==> config.mk <==
export PLATFORM = sky130hd
export DESIGN_NAME = cu_fsm
export DESIGN_NICKNAME = d
export VERILOG_FILES = /design/src/rtl/otter_pkg.sv /design/src/rtl/cu_fsm.sv
export SDC_FILE = /design/constraint.sdc
export NUM_CORES = 1
export LEC_CHECK = 0
export ABC_AREA = 0
export CORE_AREA = 3 3 40 42
export CTS_CLUSTER_DIAMETER = 80
export DETAILED_ROUTE_END_ITERATION = 10
export DIE_AREA = 0 0 43 45
export MAX_ROUTING_LAYER = met4
export PLACE_DENSITY_LB_ADDON = 0.3
export SYNTH_ARGS = -nofsm -noshare
export SYNTH_HDL_FRONTEND = slang
export SYNTH_SLANG_ARGS = --single-unit
==> constraint.sdc <==
create_clock -name CLK -period 2.1 [get_ports CLK]
set_input_delay 0.63 -clock CLK [delete_from_list [all_inputs] [get_ports CLK]]
set_output_delay 0.63 -clock CLK [all_outputs]
set_load 0.03 [all_outputs]
==> src/rtl/otter_pkg.sv <==
// Shared definitions for the multicycle RV32I core: opcode map, control-unit
// states and the FUNC3 values the control unit needs to tell SYSTEM ops apart.
package otter_pkg;

    typedef enum logic [6:0] {
        LUI    = 7'b0110111,
        AUIPC  = 7'b0010111,
        JAL    = 7'b1101111,
        JALR   = 7'b1100111,
        BRANCH = 7'b1100011,
        LOAD   = 7'b0000011,
        STORE  = 7'b0100011,
        OP_IMM = 7'b0010011,
        OP     = 7'b0110011,
        SYSTEM = 7'b1110011
    } opcode_t;

    typedef enum logic [1:0] {
        FETCH = 2'd0,
        EXEC  = 2'd1,
        WB    = 2'd2,
        INTR  = 2'd3
    } cu_state_t;

    localparam logic [2:0] CSRRW = 3'b001;
    localparam logic [2:0] MRET  = 3'b000;

    // Opcodes whose result lands in rd in the same cycle they execute.
    function automatic logic writes_rd_in_exec(input logic [6:0] opcode);
        logic hit;
        case (opcode)
            LUI, AUIPC, JAL, JALR, OP_IMM, OP: hit = 1'b1;
            default:                           hit = 1'b0;
        endcase
        return hit;
    endfunction

endpackage

==> src/rtl/cu_fsm.sv <==
// Sequencing control unit: decides in which cycle the PC, register file,
// memory ports and CSRs are strobed. Outputs are Mealy (state plus inputs).
module cu_fsm #(
    parameter bit MEM_WAIT_EN = 1'b1
) (
    input  logic       CLK,
    input  logic       RST,
    input  logic [6:0] CU_OPCODE,
    input  logic [2:0] FUNC3,
    input  logic       INTR,
    input  logic       CSR_MIE,
    input  logic       MEM_RDY,
    output logic       PC_WRITE,
    output logic       REG_WRITE,
    output logic       MEM_RDEN1,
    output logic       MEM_RDEN2,
    output logic       MEM_WE2,
    output logic       CSR_WE,
    output logic       INT_TAKEN,
    output logic       PC_RST
);
    import otter_pkg::*;

    // The state INTR is named with its package scope because the port INTR
    // (the interrupt request level) shadows the imported enum member.
    cu_state_t state_r;
    cu_state_t next_state_s;
    cu_state_t done_state_s;
    logic      rdy_s;
    logic      irq_s;

    assign rdy_s = MEM_WAIT_EN ? MEM_RDY : 1'b1;
    assign irq_s = INTR & CSR_MIE;

    // Where an instruction goes once it completes: interrupt entry or next fetch.
    always_comb begin
        if (irq_s) begin
            done_state_s = otter_pkg::INTR;
        end else begin
            done_state_s = FETCH;
        end
    end

    // State register with synchronous reset.
    always_ff @(posedge CLK) begin
        if (RST) begin
            state_r <= FETCH;
        end else begin
            state_r <= next_state_s;
        end
    end

    // Next-state and strobe decode.
    always_comb begin
        next_state_s = state_r;
        PC_WRITE     = 1'b0;
        REG_WRITE    = 1'b0;
        MEM_RDEN1    = 1'b0;
        MEM_RDEN2    = 1'b0;
        MEM_WE2      = 1'b0;
        CSR_WE       = 1'b0;
        INT_TAKEN    = 1'b0;
        PC_RST       = 1'b0;

        if (RST) begin
            PC_RST       = 1'b1;
            next_state_s = FETCH;
        end else begin
            case (state_r)
                FETCH: begin
                    MEM_RDEN1 = 1'b1;
                    if (rdy_s) begin
                        next_state_s = EXEC;
                    end else begin
                        next_state_s = FETCH;
                    end
                end

                EXEC: begin
                    case (CU_OPCODE)
                        LOAD: begin
                            MEM_RDEN2    = 1'b1;
                            next_state_s = WB;
                        end
                        STORE: begin
                            MEM_WE2 = 1'b1;
                            if (rdy_s) begin
                                PC_WRITE     = 1'b1;
                                next_state_s = done_state_s;
                            end else begin
                                next_state_s = EXEC;
                            end
                        end
                        BRANCH: begin
                            PC_WRITE     = 1'b1;
                            next_state_s = done_state_s;
                        end
                        SYSTEM: begin
                            PC_WRITE     = 1'b1;
                            next_state_s = done_state_s;
                            if (FUNC3 == CSRRW) begin
                                CSR_WE    = 1'b1;
                                REG_WRITE = 1'b1;
                            end else begin
                                CSR_WE    = 1'b0;
                                REG_WRITE = 1'b0;
                            end
                        end
                        default: begin
                            // Unknown opcodes retire as NOPs.
                            PC_WRITE     = 1'b1;
                            REG_WRITE    = writes_rd_in_exec(CU_OPCODE);
                            next_state_s = done_state_s;
                        end
                    endcase
                end

                WB: begin
                    MEM_RDEN2 = 1'b1;
                    if (rdy_s) begin
                        REG_WRITE    = 1'b1;
                        PC_WRITE     = 1'b1;
                        next_state_s = done_state_s;
                    end else begin
                        next_state_s = WB;
                    end
                end

                otter_pkg::INTR: begin
                    INT_TAKEN    = 1'b1;
                    PC_WRITE     = 1'b1;
                    next_state_s = FETCH;
                end

                default: begin
                    next_state_s = FETCH;
                end
            endcase
        end
    end

endmodule

==> results of run 1 <==
path summary, 6_finish.rpt:
check                         from                     to  slack, ns  cells past startpoint
max                   CU_OPCODE[2]              MEM_RDEN2      -0.15                      6
min          state_r[0]$_SDFF_PP0_  state_r[1]$_SDFF_PP0_       0.85                      4
max reg2reg  state_r[0]$_SDFF_PP0_  state_r[0]$_SDFF_PP0_       0.33                      7
min reg2reg  state_r[0]$_SDFF_PP0_  state_r[1]$_SDFF_PP0_       0.85                      4
stage by stage:
stage / TNS (ns) / cells / util / total power, uW / area, sq um
floorplan: -0.1291 / 49 / - / 76.68 / 400.4
global placement: -3.229 / 97 / 0.5511 / 127.6 / 708.2
detailed placement: -3.312 / 97 / 0.5511 / 128.4 / 708.2
CTS: -0.3155 / 106 / 0.6777 / 234.9 / 870.8
global route: -0.7342 / 109 / 0.7069 / 253.4 / 908.4
finish: -0.3425 / 109 / 0.7069 / 237.6 / 908.4
area by class of cell:
cell class,instances,area share
multi-input cells,42,0.4669
repair buffers,44,0.4229
flip-flops and latches,2,0.04959
clock buffers,3,0.02479
well taps,15,0.02066
inverters,3,0.01515
cell families (layout without fill, tap and decap cells):
logic type / count (synthesis) / count (layout) / share of synthesized area
adders and majority gates: 5 / 5 / 0.1656
DFF: 2 / 2 / 0.1060
AOI/OAI and AO/OA: 14 / 14 / 0.2550
and+or+nand+nor: 23 / 23 / 0.4139
buffers and inverters: 5 / 50 / 0.05960
worst max-delay path, stage by stage:
cell and delay (ns):
buf_8 0.10, nor4_4 0.31, and4b_1 0.28, a21oi_2 0.08, nor2_4 0.08, buf_6 0.13
layout by cell type, fill, tap and decap left out, types with 2 or more instances in the layout:
cell,synthesis,routed
a21oi_1,5,3
a21oi_2,1,3
buf_2,0,3
buf_4,1,23
buf_6,0,10
buf_8,0,2
clkbuf_4,0,3
clkdlybuf4s15_1,0,2
clkdlybuf4s50_1,0,2
ha_1,5,4
nand2_1,4,3
nand2b_4,0,2
nor2b_1,2,2
nor3_2,0,2
where the power goes:
part,switching (uW),internal (uW),total (uW)
clock network,19.4,62.9,82.3
logic,48.2,66.5,115
registers,1.90,38.7,40.6
timing repair:
action,4_1_cts,5_1_grt
gates resized for setup,73,7
setup endpoints to repair,8,5
pin swaps,12,5
buffers inserted,6,3
metal layers:
layer | up-vias | share of wire
li1 | 273 | -
met1 | 261 | 0.39
met2 | 13 | 0.56
met3 | 0 | 0.046
met4 | 0 | 0
met5 | - | 0
==> results.py, run 1 <==
metrics = {
    "critical_path": {
        "crit_path_end_kind": "primary output",
        "cp_max_fo": 3,
        "cp.arrival_ns": 1.62,
        "critPathLaunchType": "input port",
        "critPathKind": "input port to primary output",
        "required_ns": 1.47,
    },
    "finish": {
        "largest_register_ffs": 2,
        "nFillCells": 109,
        "syn_to_final_growth_pct": 140.4,
        "top_register": "state_r",
        "top_regs": "state_r (2)",
        "multiInputGateArea_sq_um": 424.2,
        "nets": 116,
        "layout-drive-gt1-share": 0.7021,
        "seq_area_sq_um": 45.04,
        "diodes": 0,
    },
    "run_status": {
        "violations": "negative setup slack",
        "status": "finished with violations",
    },
    "timing": {
        "rsz0062_at_grt": "yes",
        "fin_crit_sh": 1.070,
        "layout_setup_ws_ns": -0.1466,
        "max_freq_mhz": 445.1,
        "finalHoldViolations": 0,
        "tightest_slew_ns": 0.2618,
        "setup-violations-final": 4,
        "relSlewSlack": 0.8242,
        "hold_slack_ns": 0.8537,
        "final_max_slew_viol_count": 0,
        "period_needed_ns": 2.247,
        "skew_ns": 0.001699,
    },
    "synthesis": {
        "synth_nets": 69,
        "synth_edf_count": 0,
        "syn_area_sq_um": 377.9,
        "ys_warn_count": 0,
        "syn_avg_cell_area_sq_um": 7.711,
        "synth_ff_type": "dfxtp_1",
        "async_flop_share": 0,
        "synth.distinct_cells": 28,
        "ys_ff_latch": 2,
        "synth_largest_area_cell": "ha_1",
        "yosysSeqAreaShare": 0.1060,
        "synth_area_leaders": "ha_1 (17%), dfxtp_1 (11%), a21oi_1 (6.6%)",
        "syn_inst": 49,
        "yosys-top-cells-count": "a21oi_1 (5), ha_1 (5), nand2_1 (4)",
        "synth_top_area_share": 0.1656,
    },
    "grt": {
        "grtUsageMet1": 0.1722,
        "grt_pass1_wl_um": 2187,
        "grt.overflow.total": 0,
        "antenna_found_initial": 0,
        "grt_use_met2": 0.2874,
        "grt_max_degree": 6,
        "grtUsageMet3": 0.01195,
        "track_usage": 0.1488,
        "grt_pass1_vias": 527,
        "top_usage_layer": "met2",
    },
    "routing": {
        "ant_nets": 0,
        "drt_iter0_drc": 2,
        "vias": 547,
        "wire_per_inst_um": 11.89,
        "drt_wl_total_um": 1296,
        "via_per_inst": 5.018,
        "drcViolationCount": 0,
        "dr.pass1.iters": 2,
    },
    "cts": {
        "tritoncts": "yes",
        "numClockSinks": 2,
        "cts_buffer_depth": 2,
        "root_buffer": "clkbuf_4",
        "cts_max_level": 1,
        "clock_latency_ns": 0.22,
        "numCtsBuffers": 3,
        "clk_pin_slew_ns": 0.03,
        "hold_buffers": 0,
    },
    "floorplanning": {
        "core.rowCount": 13,
        "die_y_um": 45,
        "ios": 23,
        "dieArea_sq_mm": 0.001935,
        "core_area_sq_mm": 0.001285,
        "start_util": 0.2941,
        "die_w_um": 43,
    },
    "place": {
        "dp_worst_setup_slack_ns": -1.033,
        "numPortBuffers": 22,
        "dp_hpwl_um": 924.4,
        "finalWeightedCongestion": 0.7365,
    },
    "worst_hold_path": {
        "hold_path.class": "flip-flop to flip-flop",
    },
    "power_and_ir_drop": {
        "p_leak_uw": 0.0003951,
        "ir_drop_uv": 159.5,
        "cellPowerDensity_mw_per_mm2": 261.6,
    },
    "job": {
        "drv_cap": 0,
    },
}
No activity file was read; power rests on OpenSTA's default activity.
==> inputs of run 2 (changes only) <==
--- a/config.mk
+++ b/config.mk
@@ -6,6 +6,7 @@
 export NUM_CORES = 1
 export LEC_CHECK = 0
 export ABC_AREA = 0
+export ABC_CLOCK_PERIOD_IN_PS = 2100
 export CORE_AREA = 3 3 40 42
 export CTS_CLUSTER_DIAMETER = 80
 export DETAILED_ROUTE_END_ITERATION = 10
==> results of run 2 <==
Same layout as run 1: the final DEF is identical, and so are final timing and power.
==> inputs of run 3 (changes only) <==
--- a/config.mk
+++ b/config.mk
@@ -11,6 +11,7 @@
 export CTS_CLUSTER_DIAMETER = 80
 export DETAILED_ROUTE_END_ITERATION = 10
 export DIE_AREA = 0 0 43 45
+export DONT_BUFFER_PORTS = 1
 export MAX_ROUTING_LAYER = met4
 export PLACE_DENSITY_LB_ADDON = 0.3
 export SYNTH_ARGS = -nofsm -noshare
==> results.py, run 3 (same netlist as run 1, synthesis figures left out) <==
metrics = {
    "timing": {
        "fin_crit_sh": 1.008,
        "hold_slack_ns": 0.4861,
        "relSlewSlack": 0.7638,
        "finalHoldViolations": 0,
        "setup-violations-final": 2,
        "period_needed_ns": 2.117,
        "tns_ns": -0.02671,
        "tightest_slew_ns": 0.3532,
        "max_freq_mhz": 472.4,
        "final_max_slew_viol_count": 0,
        "rsz0062_at_grt": "yes",
        "layout_setup_ws_ns": -0.01676,
        "skew_ns": 0.004110,
    },
    "worst_hold_path": {
        "hold_path.class": "input port to flip-flop",
        "hold_end": "state_r[1]$_SDFF_PP0_",
        "hold_path_depth": 1,
        "hold_start": "RST",
    },
    "critical_path": {
        "cp_slowest_stage_delay_ns": 0.28,
        "cp_max_fo": 4,
        "path_buf_inv": 0,
        "reg2reg_depth": 5,
        "cp.arrival_ns": 1.49,
        "cp_top_family": "simple AND/OR/NAND/NOR gates",
        "slowest_stage": "nor4_4",
        "crit_cells": 4,
        "crit_path_end_kind": "primary output",
        "r2r-start": "state_r[0]$_SDFF_PP0_",
        "critPathKind": "input port to primary output",
        "reg2reg_slack_ns": 0.52,
        "critPathLaunchType": "input port",
        "r2r-end": "state_r[0]$_SDFF_PP0_",
        "required_ns": 1.47,
        "path_cells": "nor4_4 > and4b_1 > a21oi_2 > nor2_4",
    },
    "floorplanning": {
        "core_area_sq_mm": 0.001285,
        "ios": 23,
        "dieArea_sq_mm": 0.001935,
        "start_util": 0.2941,
        "die_y_um": 45,
        "core.rowCount": 13,
        "die_w_um": 43,
    },
    "finish": {
        "top_regs": "state_r (2)",
        "diodes": 0,
        "final_common_cell": "buf_4",
        "layout_common_cells": "buf_4 (11), nand2_1 (4)",
        "largest_register_ffs": 2,
        "top_register": "state_r",
        "syn_to_final_growth_pct": 53.97,
        "layout-drive-gt1-share": 0.5246,
        "nets": 83,
    },
    "grt": {
        "grt.overflow.total": 0,
        "grt_pass1_wl_um": 1559,
        "track_usage": 0.1104,
        "grt_pass1_vias": 406,
        "antenna_found_initial": 0,
        "grt_max_degree": 13,
    },
    "routing": {
        "wire_per_inst_um": 13.74,
        "drt_iter0_drc": 2,
        "vias": 411,
        "via_per_inst": 5.408,
        "drt_wl_total_um": 1044,
        "ant_nets": 0,
        "dr.pass1.iters": 4,
        "drcViolationCount": 0,
    },
    "power_and_ir_drop": {
        "ir_drop_uv": 122.0,
        "power.total_uw": 172.9,
        "p_leak_uw": 0.0002250,
        "cellPowerDensity_mw_per_mm2": 297.2,
    },
    "run_status": {
        "status": "finished with violations",
        "violations": "negative setup slack",
    },
    "cts": {
        "clock_latency_ns": 0.22,
        "cts_buffer_depth": 2,
        "root_buffer": "clkbuf_4",
        "numCtsBuffers": 3,
        "numClockSinks": 2,
        "clk_pin_slew_ns": 0.03,
        "cts_max_level": 1,
        "tritoncts": "yes",
        "hold_buffers": 0,
    },
    "place": {
        "numPortBuffers": 0,
        "finalWeightedCongestion": 0.7229,
        "dp_hpwl_um": 814,
        "dp_worst_setup_slack_ns": -0.04148,
    },
    "job": {
        "drv_cap": 0,
    },
}
[run 3: cell count changes in the layout (fill, tap and decap cells not counted), sizes merged]
cell and delta:
clkdlybuf4s50 -2, dlygate4sd2 -1, clkdlybuf4s15 -2, clkbuf -1, buf -27
[run 3: per-stage QoR]
stage / instances / utilization / instance area, sq um
after global routing: 76 / 0.4528 / 581.8
after CTS: 76 / 0.4236 / 544.3
after global placement: 71 / 0.3700 / 475.5
final: 76 / 0.4528 / 581.8
after floorplan: 49 / - / 400.4
after detailed placement: 71 / 0.3700 / 475.5
[run 3: power breakdown]
part           switching, uW  internal, uW  leakage (uW)
registers               2.09          39.9     0.0000167
clock network           20.5          62.9     0.0000138
logic                   23.4          24.1      0.000195
[run 3: worst max path at each step]
stage	from	end	slack, ns
4_1_cts	CU_OPCODE[6]	MEM_RDEN2	-0.02
2_1_floorplan	CU_OPCODE[3]	CSR_WE	-0.12
5_1_grt	CU_OPCODE[6]	PC_WRITE	-0.09
6_report	CU_OPCODE[6]	MEM_RDEN2	-0.02
3_3_place_gp	CU_OPCODE[2]	PC_WRITE	-0.08
3_5_place_dp	CU_OPCODE[2]	PC_WRITE	-0.04
[run 3: final cells by class]
| class | instances | area (sq um) |
|---|---|---|
| fillers | 138 | 703.2 |
| well taps | 15 | 18.77 |
| flip-flops and latches | 2 | 41.29 |
| inverters | 3 | 11.26 |
| clock buffers | 3 | 22.52 |
| multi-input cells | 42 | 405.4 |
| repair buffers | 11 | 82.58 |
[run 3: metal layers]
metal | vias to the layer above | share of wire | GRT usage
met5 | - | 0 | -
li1 | 207 | - | -
met4 | 0 | 0 | 0.03614
met3 | 0 | 0.080 | 0.04382
met1 | 191 | 0.39 | 0.09832
met2 | 13 | 0.52 | 0.2126
[run 3: worst register-to-register path, delay by kind of cell (launching register included)]
| family | cells | cell delay, ns |
|---|---|---|
| AOI/OAI and AO/OA | 2 | 0.26 |
| and+or+nand+nor | 1 | 0.54 |
| DFF | 1 | 0.37 |
| adders and majority gates | 1 | 0.29 |
| buffers and inverters | 1 | 0.07 |
[run 3: repair_timing]
action | in CTS | in global routing
setup buffers | 2 | 0
hold endpoints to repair | 0 | 0
resized for setup | 10 | 4
cloned | 0 | 0
pin swaps | 7 | 1
endpoints found under the setup margin | 4 | 5
